<file path="config.mk">
export PLATFORM = sky130hd
export DESIGN_NAME = storage_arbiter
export DESIGN_NICKNAME = d
export VERILOG_FILES = /design/src/rtl/storage_arbiter.sv
export SDC_FILE = /design/constraint.sdc
export NUM_CORES = 1
export LEC_CHECK = 0
export CORE_MARGIN = 1
export CORE_UTILIZATION = 43
export CTS_BUF_LIST = sky130_fd_sc_hd__clkbuf_4
export DETAILED_ROUTE_END_ITERATION = 10
export GPL_TIMING_DRIVEN = 0
export PLACE_DENSITY = 0.82
export SLEW_MARGIN = 10
export SYNTH_ARGS = -nofsm -noshare
export SYNTH_HDL_FRONTEND = slang
export SYNTH_SLANG_ARGS = --single-unit
</file>
<file path="constraint.sdc">
create_clock -name clk -period 2.8 [get_ports clk]
set_input_delay 0.56 -clock clk [delete_from_list [all_inputs] [get_ports clk]]
set_output_delay 0.56 -clock clk [all_outputs]
set_load 0.005 [all_outputs]
</file>
<file path="src/rtl/storage_arbiter.sv">
// Round-robin arbiter sharing the storage_controller port between instruction fetch and data.
// One transaction in flight; request fields are latched at grant and held on the port until the response.
module storage_arbiter #(
  parameter int          MEM_W          = 32,
  parameter logic [31:0] SRAM_LIMIT     = 32'h0000_0FFF,
  parameter int          TIMEOUT_CYCLES = 256
) (
  input  logic               clk,
  input  logic               rst,
  input  logic               prog_mode,
  input  logic               if_req_valid,
  input  logic [31:0]        if_req_addr,
  output logic               if_req_ready,
  output logic               if_rsp_valid,
  output logic [MEM_W-1:0]   if_rsp_data,
  output logic               if_rsp_err,
  input  logic               d_req_valid,
  input  logic               d_req_we,
  input  logic [31:0]        d_req_addr,
  input  logic [MEM_W-1:0]   d_req_wdata,
  input  logic [MEM_W/8-1:0] d_req_be,
  output logic               d_req_ready,
  output logic               d_rsp_valid,
  output logic [MEM_W-1:0]   d_rsp_data,
  output logic               d_rsp_err,
  output logic               mem_access,
  output logic               mem_is_writing,
  output logic [31:0]        mem_addr,
  output logic [MEM_W-1:0]   mem_d_in,
  output logic [MEM_W/8-1:0] mem_be,
  input  logic [MEM_W-1:0]   mem_d_out,
  input  logic               mem_out_valid,
  output logic               busy
);

  localparam int BE_W  = MEM_W / 8;
  localparam int CNT_W = $clog2(TIMEOUT_CYCLES + 1);
  localparam logic [CNT_W-1:0] CNT_LAST = CNT_W'(TIMEOUT_CYCLES - 1);

  typedef enum logic [1:0] {IDLE, ISSUE, WAIT, RESP} state_t;

  state_t           state;
  logic             owner;   // 0 = fetch, 1 = data
  logic             rr_ptr;  // requester preferred on the next tie
  logic [31:0]      addr_q;
  logic [MEM_W-1:0] wdata_q;
  logic [BE_W-1:0]  be_q;
  logic             we_q;
  logic [CNT_W-1:0] cnt;

  logic             mem_access_q;
  logic             if_rsp_valid_q, if_rsp_err_q;
  logic             d_rsp_valid_q, d_rsp_err_q;
  logic [MEM_W-1:0] if_rsp_data_q, d_rsp_data_q;

  logic can_grant, grant_if, grant_d, d_illegal, wait_done;

  assign can_grant = (state == IDLE) && !prog_mode;
  assign grant_if  = can_grant && if_req_valid && (!d_req_valid || !rr_ptr);
  assign grant_d   = can_grant && d_req_valid && !grant_if;
  assign d_illegal = d_req_we && (d_req_addr >= SRAM_LIMIT);
  assign wait_done = mem_out_valid || (cnt == CNT_LAST);

  // rst gating keeps ready low while reset is asserted even if requesters are already valid.
  assign if_req_ready = grant_if && rst;
  assign d_req_ready  = grant_d && rst;

  always_ff @(posedge clk or negedge rst) begin
    if (!rst) begin
      state          <= IDLE;
      owner          <= 1'b0;
      rr_ptr         <= 1'b0;
      addr_q         <= '0;
      wdata_q        <= '0;
      be_q           <= '0;
      we_q           <= 1'b0;
      cnt            <= '0;
      mem_access_q   <= 1'b0;
      if_rsp_valid_q <= 1'b0;
      if_rsp_err_q   <= 1'b0;
      if_rsp_data_q  <= '0;
      d_rsp_valid_q  <= 1'b0;
      d_rsp_err_q    <= 1'b0;
      d_rsp_data_q   <= '0;
    end else begin
      mem_access_q   <= 1'b0;
      if_rsp_valid_q <= 1'b0;
      d_rsp_valid_q  <= 1'b0;
      case (state)
        IDLE: begin
          if (grant_if || grant_d) begin
            owner  <= grant_d;
            rr_ptr <= !grant_d;
            if (grant_d) begin
              addr_q  <= d_req_addr;
              we_q    <= d_req_we;
              wdata_q <= d_req_wdata;
              be_q    <= d_req_be;
            end else begin
              addr_q  <= if_req_addr;
              we_q    <= 1'b0;
              wdata_q <= '0;
              be_q    <= '1;
            end
            // Writes outside scratchpad never reach the controller.
            if (grant_d && d_illegal) begin
              state         <= RESP;
              d_rsp_valid_q <= 1'b1;
              d_rsp_err_q   <= 1'b1;
              d_rsp_data_q  <= '0;
            end else begin
              state        <= ISSUE;
              mem_access_q <= 1'b1;
            end
          end
        end
        ISSUE: begin
          state <= WAIT;
          cnt   <= '0;
        end
        WAIT: begin
          if (wait_done) begin
            state <= RESP;
            if (owner) begin
              d_rsp_valid_q <= 1'b1;
              d_rsp_err_q   <= !mem_out_valid;
              d_rsp_data_q  <= (mem_out_valid && !we_q) ? mem_d_out : '0;
            end else begin
              if_rsp_valid_q <= 1'b1;
              if_rsp_err_q   <= !mem_out_valid;
              if_rsp_data_q  <= mem_out_valid ? mem_d_out : '0;
            end
          end else begin
            cnt <= cnt + 1'b1;
          end
        end
        RESP: begin
          state <= IDLE;
        end
        default: begin
          state <= IDLE;
        end
      endcase
    end
  end

  assign mem_access     = mem_access_q;
  assign mem_is_writing = we_q;
  assign mem_addr       = addr_q;
  assign mem_d_in       = wdata_q;
  assign mem_be         = be_q;
  assign if_rsp_valid   = if_rsp_valid_q;
  assign if_rsp_data    = if_rsp_data_q;
  assign if_rsp_err     = if_rsp_err_q;
  assign d_rsp_valid    = d_rsp_valid_q;
  assign d_rsp_data     = d_rsp_data_q;
  assign d_rsp_err      = d_rsp_err_q;
  assign busy           = (state != IDLE);

endmodule

</file>
Word level (Yosys, flattened, before mapping) --
Cells that the tools add are included.
Storage, ports and cells: bits of input ports 139, RAM bits 0, memory bits (read-only) 0, memories 0, latch bits 0, register bits after elaboration 151, output and inout port bits 141
Operators by class: div/mod/pow operators 0, equality and inequality tests 9, $lt $le $gt $ge 1, $mul 0, bitwise gates (word level) 1, multiplexer cells 33, add/sub/neg operators 1, shifts and indexed selects 0, reductions and logical operators 29
Operators by type and width (count):
- 2-to-1 mux 32 bit | 8
- case mux 32 bit (2 select lines) | 1
- >= comparator 32 x 12 -> 1 bit (second input constant) | 1
- case mux 9 bit (2 select lines) | 1
- 2-to-1 mux 1 bit | 15
- logical AND 1 bit | 10
- adder 9 x 1 -> 9 bit (second input constant) | 1
- == test 9 x 8 -> 1 bit (second input constant) | 1
- 2-to-1 mux 9 bit | 1
- case mux 2 bit (4 select lines) | 1
- zero test 1 bit | 7
- 2-to-1 mux 2 bit | 3
- inequality test 2 bit (second input constant) | 3
- AND reduction 2 bit | 3
- nonzero test 2 bit | 3
- AND reduction 5 bit | 1
- == test 2 bit (second input constant) | 2
- 2-to-1 mux 4 bit | 1
- inequality test 2 x 1 -> 1 bit (second input constant) | 2
- case mux 1 bit (2 select lines) | 2
- logical OR 1 bit | 3
- AND reduction 3 bit | 1
- == test 2 x 1 -> 1 bit (second input constant) | 1
- zero test 2 bit | 1
- inverter 1 bit | 1

Logic depth before layout (Yosys ltp) --
depth after elaboration 10, depth in mapped cells 10, gate-level depth less buffers 9

Worst setup path after synthesis --
No wires, ideal clock.
kind register -> output, from register state[0], to output if_req_ready, required time 2.240 ns, stages on the path, launching flop included 8, data arrival time 1.721 ns, slack 0.519 ns, cells stage by stage dfrtp_1 > inv_1 > ha_1 > and2b_2 > and3_1 > clkbuf_1 > clkbuf_1 > and2_1
Between the ends: word-level cells in the longest chain between the ends 5
Ends and longest elaborated chain:
- from (decl) | line 42 | state_t state;
- from (signal assigned) | line 70 | state <= IDLE;
- from (signal assigned) | line 107 | state <= RESP;
- from (signal assigned) | line 112 | state <= ISSUE;
- zero test 2 bit | line 58 | assign can_grant = (state == IDLE) && !prog_mode;
- logical AND 1 bit | line 58
- logical AND 1 bit (2 in a row) | line 59 | assign grant_if = can_grant && if_req_valid && (!d_req_valid || !rr_ptr);
- logical AND 1 bit | line 65 | assign if_req_ready = grant_if && rst;
- to (decl) | line 13 | output logic if_req_ready,
Every way passes these cells.

Worst setup path after layout --
Same ends and word-level chain as after synthesis.

==> results.py <==
metrics = {
    "run_status": {
        "status": "completed",
    },
    "clocking": {
        "cts_inserted_buffers": 17,
        "clkTransAtPathRegs_ns": 0.11,
        "clkSinkCount": 151,
        "htree_levels": 4,
        "cts_root_buf": "clkbuf_4",
        "tritoncts": "built",
        "clk_latency_ns": 0.55,
        "clk_path_buf_depth": 2,
    },
    "final_layout": {
        "area_growth_pct": 55.1,
        "final_area_sq_um": 9720,
        "layout_commonest_cell": "clkdlybuf4s50_1",
        "layout_common_cells": "276 x clkdlybuf4s50_1, 151 x dfrtp_1, 65 x a22o_1, 50 x nand2_1, 45 x inv_1",
        "utilization_pct": 69.2,
        "nNetsFinal": 968,
        "drive_gt1_share_pct": 7.67,
    },
    "logic_synthesis": {
        "synth_area_leaders": "dfrtp_1 60%, a22o_1 9.1%, mux2i_1 5.1%",
        "yosysSeqAreaShare_pct": 60.3,
        "synthesis.nets": 659,
        "syn-instance-count": 514,
        "synthXorXnorAreaFrac_pct": 0.419,
        "ys_seq_elements": 151,
        "synth-adder-area-share_pct": 1.20,
        "yosys.cell_types.count": 45,
        "synthSimpleGateAreaFrac_pct": 10.2,
        "yosys_warnings": 0,
        "muxShareOfSynthArea_pct": 5.35,
        "synth_top_family_by_area": "compound AO/OA/AOI/OAI gates",
        "postSynthAreaPerCell_sq_um": 12.2,
        "synth_top_cell_by_area": "dfrtp_1",
        "syn_area_sq_um": 6270,
        "synth_compound_area_share_pct": 16.6,
        "synth_largest_type_area_fraction_pct": 60.3,
    },
    "setup_path": {
        "critPathKind": "flip-flop to output port",
        "cp-start-kind": "flip-flop",
        "cp_data_required_time_ns": 2.24,
        "crit_path_end_kind": "output port",
        "cp_max_fo": 10,
        "worstPathArrival_ns": 2.12,
    },
    "routing": {
        "firstDrtPassIters": 5,
        "vias": 5552,
        "drc_errors": 0,
        "via_per_inst": 5.47,
        "drt_iter0_markers": 342,
        "wl_per_cell_um": 19.1,
        "drt-total-wl_um": 19400,
        "ant_nets": 0,
    },
    "sta": {
        "clock_skew_ns": 0.0200,
        "rsz0062_at_grt": "false",
        "hold_viol": 0,
        "worst_slew_pin_slew_ns": 0.820,
        "setup_viol": 0,
        "slew_headroom_pct": 45.0,
        "fmax_mhz": 372,
        "fin_crit_sh_pct": 95.9,
        "maxSlewViolCount": 0,
        "period_needed_ns": 2.68,
    },
    "floorplan": {
        "initial_core_util_pct": 44.6,
        "rows": 43,
        "top_level_ports": 280,
        "die_w_um": 123,
        "core-area_sq_um": 14000,
        "die_h_um": 123,
        "dieArea_sq_um": 15100,
    },
    "grt": {
        "groute.usage.overall_pct": 26.0,
        "grt_pass1_wl_um": 29400,
        "antenna_found_initial": 1,
        "grt_max_degree": 104,
        "gr-total-overflow": 0,
        "grt_pass1_vias": 5710,
    },
    "place": {
        "io_buffers": 279,
        "post-dp-hpwl_um": 14400,
        "place.gp.congestion": 0.912,
        "dpl_cell_area_sq_um": 9320,
    },
    "hold_path": {
        "hold_class": "flip-flop to flip-flop",
    },
    "power": {
        "power.density_nw_per_um2": 920,
        "cellLeakagePower_nw": 4.32,
        "ir_drop_v": 0.000459,
    },
    "run": {
        "drv_cap": 0,
    },
}
==> cells by family after synthesis <==
family                   after synthesis
XOR/XNOR                               3
multiplexers                          33
buffers and inverters                 80
adder cells (fa/ha/maj)                6
AO/OA/AOI/OAI                        119
AND/OR/NAND/NOR                      122
flip-flops                           151
==> state kept, by name, summed over array words and instances, names as in the netlist <==
name and flops:
d_rsp_data 32, mem_access 1, mem_be 4, mem_d_in 32
d_rsp_valid 1, if_rsp_err 1, mem_is_writing 1, cnt 9
if_rsp_data 32, owner 1, d_rsp_err 1, rr_ptr 1
state 2, if_rsp_valid 1, mem_addr 32
==> cell type report <==
cell class / count / area, sq um
Multi-Input combinational cell: 283 / 2130
Antenna cell: 1 / 2.50
Buffer: 32 / 211
Timing Repair Buffer: 291 / 2950
Clock buffer: 18 / 135
Tap cell: 180 / 225
Fill cell: 1018 / 4330
Inverter: 47 / 176
Sequential cell: 151 / 3780
Clock inverter: 12 / 104
==> layer usage <==
layer | part of all wire, % | vias to the layer above | routed length (um) | track usage, %
met2 | 51 | 295 | 9960 | 45.6
met5 | 0 | - | 0 | 0
met3 | 9.1 | 40 | 1770 | 7.76
li1 | - | 2480 | - | -
met1 | 37 | 2737 | 7080 | 29.0
met4 | 3.0 | 0 | 572 | 11.4
==> through the flow <==
step                      TNS, ns  cells  power (W)  setup slack, ns  hold slack, ns
final                           0   1015    0.00894            0.115           0.507
after global routing            0   1015    0.00950           0.0185           0.523
after global placement    -706.06    973    0.00750            -5.00           0.475
after floorplan                 0    514    0.00521            0.519           0.264
after CTS                       0   1013    0.00898           0.0244           0.504
after detailed placement   -0.580    974    0.00765           -0.580           0.482
==> cells in the mapped netlist, drive strengths merged <==
master and number:
a222oi 8, a22o 65, a211oi 1, buf 9, a221o 24, ha 6
dfrtp 151, clkbuf 21, o211ai 1, mux2 1, nand2b 3, nand4 6
o22a 3, or3 1, and3 27, o22ai 1, and2b 1, inv 47
mux2i 32, o21ai 8, a21oi 4, o221ai 1, nand3 9, nor3 2
nor2 13, xor2 3, o31ai 1, and2 2, and3b 1, nor4 5
o21a 2, nor3b 1, nand2 50, nor2b 1, dlygate4sd1 3
==> critical path, cell delays in order (launching register included) <==
cell and delay [ns]:
dfrtp_1 0.40, inv_2 0.07, ha_4 0.16, and2b_2 0.20, and3_4 0.19, clkbuf_16 0.16, and2_1 0.15, dlygate4sd2_1 0.26
==> final timing paths <==
path	start	to	slack, ns	depth (start not counted)
min in group asynchronous	rst	if_rsp_data[10]	0.61	3
max in group asynchronous	rst	d_rsp_data[2]	1.93	3
min reg2reg	mem_be[3]	mem_be[3]	0.51	2
min	mem_be[3]	mem_be[3]	0.51	2
max reg2reg	state[0]	mem_addr[25]	0.39	10
max	state[0]	if_req_ready	0.12	7
==> power breakdown <==
group | internal [W] | switching [W]
Clock | 0.000440 | 0.000768
Sequential | 0.00304 | 0.000529
Combinational | 0.00260 | 0.00157
Total | 0.00608 | 0.00287
==> what timing repair did <==
action	CTS	global route
endpoints found under the setup margin	2	2
buffers inserted	8	0
pin swaps	2	0
hold buffers	2	0
cloned	0	1
gates resized for setup	11	1
endpoints found under the hold margin	49	0
Power figures use the tool's default switching activity.
